--- src/rtl/mem_responder.sv ---
// -----------------------------------------------------------------------------
// mem_responder
// Single-port word memory that answers one processor request at a time after a
// programmable number of wait cycles.
//
// Parameters
//   DEPTH    number of 32-bit words (power of two, >= 2)
//   LATENCY  wait cycles between request capture and response (0..15)
//
// Ports
//   clk        clock, all state changes on its rising edge
//   reset      synchronous, active-low reset
//   MemReq     request strobe, held high by the requester until MemReady
//   MemWrite   1 = write, 0 = read (captured with MemReq)
//   Adr        byte address; word index is Adr[log2(DEPTH)+1:2]
//   WriteData  store data (captured with MemReq)
//   ReadData   read result, valid while MemReady is high after a read,
//              held until the next read completes
//   MemReady   one-cycle completion pulse
//   MemErr     error qualifier, only ever high together with MemReady
//
// Build option
//   MEM_RESPONDER_ALIGN_CHECK_EN  when defined, requests with Adr[1:0] != 0
//   complete with normal timing, write nothing, return 0 for reads and raise
//   MemErr. When undefined, Adr[1:0] is ignored and MemErr is always 0.
// -----------------------------------------------------------------------------
module mem_responder #(
  parameter int DEPTH   = 64,
  parameter int LATENCY = 2
) (
  input  logic        clk,
  input  logic        reset,
  input  logic        MemReq,
  input  logic        MemWrite,
  input  logic [31:0] Adr,
  input  logic [31:0] WriteData,
  output logic [31:0] ReadData,
  output logic        MemReady,
  output logic        MemErr
);

  localparam int AW = $clog2(DEPTH);

  typedef enum logic [1:0] {
    IDLE = 2'd0,
    WAIT = 2'd1,
    RESP = 2'd2
  } state_t;

  state_t      state_q;
  logic [3:0]  cnt_q;
  logic        write_q;
  logic [31:0] adr_q;
  logic [31:0] wdata_q;
  logic [31:0] rdata_q;
  logic        ready_q;
  logic        err_q;

  logic [31:0] mem_q [DEPTH];

  logic [AW-1:0] idx;
  logic          misaligned;

  // Upper address bits make the index wrap modulo DEPTH words.
  assign idx = adr_q[AW+1:2];

  logic unused_adr_hi;
  assign unused_adr_hi = ^adr_q[31:AW+2];

`ifdef MEM_RESPONDER_ALIGN_CHECK_EN
  assign misaligned = (adr_q[1:0] != 2'b00);
`else
  logic unused_adr_lo;
  assign unused_adr_lo = ^adr_q[1:0];
  assign misaligned    = 1'b0;
`endif

  // Control FSM. The operation is carried out on the clock edge that closes
  // the RESP state, so the registered MemReady/ReadData appear LATENCY+1
  // cycles after the capture edge, and a still-asserted MemReq is captured
  // again on the very next edge.
  always_ff @(posedge clk) begin
    if (!reset) begin
      state_q <= IDLE;
      cnt_q   <= 4'd0;
      write_q <= 1'b0;
      adr_q   <= 32'd0;
      wdata_q <= 32'd0;
      rdata_q <= 32'd0;
      ready_q <= 1'b0;
      err_q   <= 1'b0;
    end else begin
      ready_q <= 1'b0;
      err_q   <= 1'b0;
      case (state_q)
        IDLE: begin
          if (MemReq) begin
            write_q <= MemWrite;
            adr_q   <= Adr;
            wdata_q <= WriteData;
            cnt_q   <= 4'(LATENCY);
            state_q <= (LATENCY == 0) ? RESP : WAIT;
          end
        end
        WAIT: begin
          cnt_q <= cnt_q - 4'd1;
          if (cnt_q == 4'd1) begin
            state_q <= RESP;
          end
        end
        RESP: begin
          ready_q <= 1'b1;
          err_q   <= misaligned;
          if (!write_q) begin
            rdata_q <= misaligned ? 32'd0 : mem_q[idx];
          end
          state_q <= IDLE;
        end
        default: state_q <= IDLE;
      endcase
    end
  end

  // Memory array is never reset. A write whose RESP state was reached before
  // a reset edge still commits, because this path does not look at reset.
  always_ff @(posedge clk) begin
    if (state_q == RESP && write_q && !misaligned) begin
      mem_q[idx] <= wdata_q;
    end
  end

  assign ReadData = rdata_q;
  assign MemReady = ready_q;
  assign MemErr   = err_q;

endmodule

--- config.mk ---
export PLATFORM = sky130hd
export DESIGN_NAME = mem_responder
export DESIGN_NICKNAME = d
export VERILOG_FILES = /design/src/rtl/mem_responder.sv
export SDC_FILE = /design/constraint.sdc
export NUM_CORES = 2
export LEC_CHECK = 0
export ABC_AREA = 1
export ABC_CLOCK_PERIOD_IN_PS = 14350
export BUFFER_PORTS_ARGS = -buffer_cell sky130_fd_sc_hd__buf_2
export CAP_MARGIN = 20
export CORE_MARGIN = 2
export CORE_UTILIZATION = 29
export DETAILED_ROUTE_END_ITERATION = 8
export PLACE_DENSITY = 0.54
export SLEW_MARGIN = 5
export SYNTH_ARGS = -nofsm -noshare
export SYNTH_HDL_FRONTEND = slang
export SYNTH_SLANG_ARGS = --single-unit
--- constraint.sdc ---
create_clock -name clk -period 14.35 [get_ports clk]
set_clock_uncertainty 0.05 [all_clocks]
set_input_delay 0 -clock clk [delete_from_list [all_inputs] [get_ports clk]]
set_output_delay 0 -clock clk [all_outputs]
set_load 0.1 [all_outputs]
==> out/metrics.cfg <==
[setup_path]
critPathSlowestCell=buf_4
critPathCaptureType=flop
critical_path_required_ns=15.11
timing.rr.start=adr_q[2]$_SDFFE_PN0P_
reg2reg_depth=16
path_class=reg -> reg
cp_cell_sequence=inv_16, buf_12, buf_4, buf_4, nand2_1, nand2_1, nand2_1, nand2_1, nand2_1, nand2_1, nand2_1, nand2_1, nor2_1, nand3_1, nand2_1, inv_1
arrival_ns=6.04
critPathMaxStageDelay_ns=0.91
r2r_slack_ns=9.07
worst_setup_path_start_kind=flop
worst_path_most_repeated_cell=nand2_1
r2r-end=ReadData[11]$_SDFFE_PN0P_
cp_max_fo=207

[floorplan]
die_x_um=557.0
dieArea_um2=310300
coreArea_um2=305000
ioPinCount=102
dieHeight_um=557.0
rows=203
start_util=0.2908

[grt]
grt_antenna_before_repair=11
grt_max_degree=208
overflow=0
grt_usage=0.1638
grt_pass1_wl_um=378000
grt_pass1_vias=56950

[logic_synthesis]
yosys_warnings=0
syn-mean-instance-area_um2=10.13
ys_ff_latch=2126
yosys.area.top_type=edfxtp_1
ys_types=30
netlist_top_cells_area=edfxtp_1 (69%), nand2_1 (24%), dfxtp_1 (1.8%), buf_2 (1.2%), nor2_1 (0.91%)
syn_area_um2=88690
syn_inst=8756
syn_nets=8826
synth_top_area_frac=0.6934
yosysSeqAreaShare=0.7110

[clocking]
root_buffer=clkbuf_16
cts.sinks=2126
numCtsBuffers=214
cts_tree=built
post_cts_resized=0
insertion_delay_ns=0.87
cts.reportedPaths.clkPinSlew_ns=0.06
htreeDepth=4
clockBufferDepth=3

[drt]
drcViolationCount=0
wl_um=258700
post_drt_wl_per_cell_um=19.65
ant_nets=0
vias_per_cell=4.534
drt_first_pass_iters=6
drt-initial-drc-count=5958
route.vias.total=59670

[timing]
slew_viol_final=0
hold_violations=0
setup_tns_ns=0
whs_ns=0.4250
fmax_ghz=0.1893
fin_crit_ns=5.284
grt_setup_unrepaired=no
fin_crit_sh=0.3682
worstMarginPinSlew_ns=1.202
maxSlewHeadroom=0.1987
finalSetupViolations=0

[power]
power.leakage_nw=41.61
p_per_area_nw_per_um2=133.5
vdd_ir_drop_max_mv=0.09433
power.total_mw=13.59

[place]
dp_hpwl_um=127400
numPortBuffers=74
place_congestion=0.7932
dpl_cell_area_um2=94000

[final_layout]
nets=8937
fill_cells=30320
drive_gt1_frac=0.06897
final_common_cell=nand2_1
area_growth_syn_to_layout_pct=14.76
finalCoreUtilization=0.3337
layout.cells.most_common_list=nand2_1 (5699), edfxtp_1 (2048), clkbuf_16 (220), nor2_1 (149), buf_4 (143)
final_area_um2=101800

[min_path]
min_to=cnt_q[3]$_SDFFE_PN0P_
min_path_cells=2
hp-start=cnt_q[3]$_SDFFE_PN0P_
min-delay-path-class=reg -> reg

[flow_run]
drv_cap=0

[status]
status=completed

==> logic make-up after synthesis <==
family                     synth area share
other                            0.00004228
buffers and inverters               0.02703
and+or+nand+nor                      0.2543
AOI/OAI and AO/OA                  0.007322
adders and majority gates         0.0002821
DFF                                  0.7110
==> stage by stage <==
step / cells / setup WS [ns]
after detailed placement: 12640 / 9.022
after CTS: 13150 / 9.013
after global routing: 13150 / 8.704
after floorplan: 8756 / 9.558
final: 13160 / 9.066
after global placement: 12640 / 9.065
==> cell usage after synthesis <==
cell      number
buf_2        219
a211oi_1       1
dfxtp_1       78
conb_1         1
nor3_1         3
nor4_1         1
edfxtp_1    2048
inv_1         91
clkinv_1       1
clkbuf_1     155
nand3b_1       1
nor2_2         1
inv_2          3
nor2_1       216
inv_4          1
nand2_1     5699
o21ai_1        5
buf_6          6
nor3_2         4
a221oi_1       1
or2_2          3
o21ai_0       49
nand4_1        1
buf_4         16
o211ai_1       7
a21oi_1       17
ha_1           2
nand3_1       51
buf_1         45
o21a_1        30
==> flip-flops by register name (all words and copies together) (netlist names) <==
name and cells:
wdata_q 32, ReadData 32, state_q 2, MemReady 1, cnt_q 4, mem_q 2048
adr_q 6, write_q 1
==> critical path: cells and delay by family, from the launching register on <==
kind	cells	cell delay [ns]
and+or+nand+nor	11	1.26
DFF	1	0.56
buffers and inverters	5	3.04
==> area by class of cell <==
| class | instances | area (um2) | share of cell area |
|---|---|---|---|
| antenna | 13 | 32.53 | 0.0003196 |
| clock buffer | 295 | 5857 | 0.05754 |
| clock inverter | 102 | 769.5 | 0.007560 |
| inverter | 96 | 391.6 | 0.003848 |
| multi-input combinational | 6093 | 23770 | 0.2335 |
| sequential | 2126 | 63110 | 0.6201 |
| tap | 4100 | 5130 | 0.05040 |
| timing repair buffer | 336 | 2720 | 0.02672 |
==> how the worst max path moves through the flow <==
stage | cells past startpoint | from | endpoint
floorplan | 5 | adr_q[7]$_SDFFE_PN0P_ | mem_q[55][0]$_DFFE_PP_
global placement | 16 | adr_q[2]$_SDFFE_PN0P_ | ReadData[11]$_SDFFE_PN0P_
detailed placement | 16 | adr_q[2]$_SDFFE_PN0P_ | ReadData[11]$_SDFFE_PN0P_
CTS | 16 | adr_q[2]$_SDFFE_PN0P_ | ReadData[11]$_SDFFE_PN0P_
global route | 16 | adr_q[2]$_SDFFE_PN0P_ | ReadData[11]$_SDFFE_PN0P_
finish | 16 | adr_q[2]$_SDFFE_PN0P_ | ReadData[11]$_SDFFE_PN0P_
==> layer usage <==
metal,share of wire,global-route usage
met5,0.0010,0
met4,0.036,0.06451
met3,0.056,0.01837
met2,0.46,0.2630
met1,0.45,0.2261
==> where the power goes <==
part           total [mW]  switching [mW]  internal (mW)
Combinational        1.31            1.02          0.296
Clock                5.36            2.34           3.02
Sequential           6.92          0.0328           6.89
Total                13.6            3.39           10.2
==> timing repair <==
item,4_1_cts,5_1_grt
hold buffers,112,0
endpoints found under the hold margin,60,0
setup buffers,0,0
Note: power is estimated with default switching activity, not from simulation.
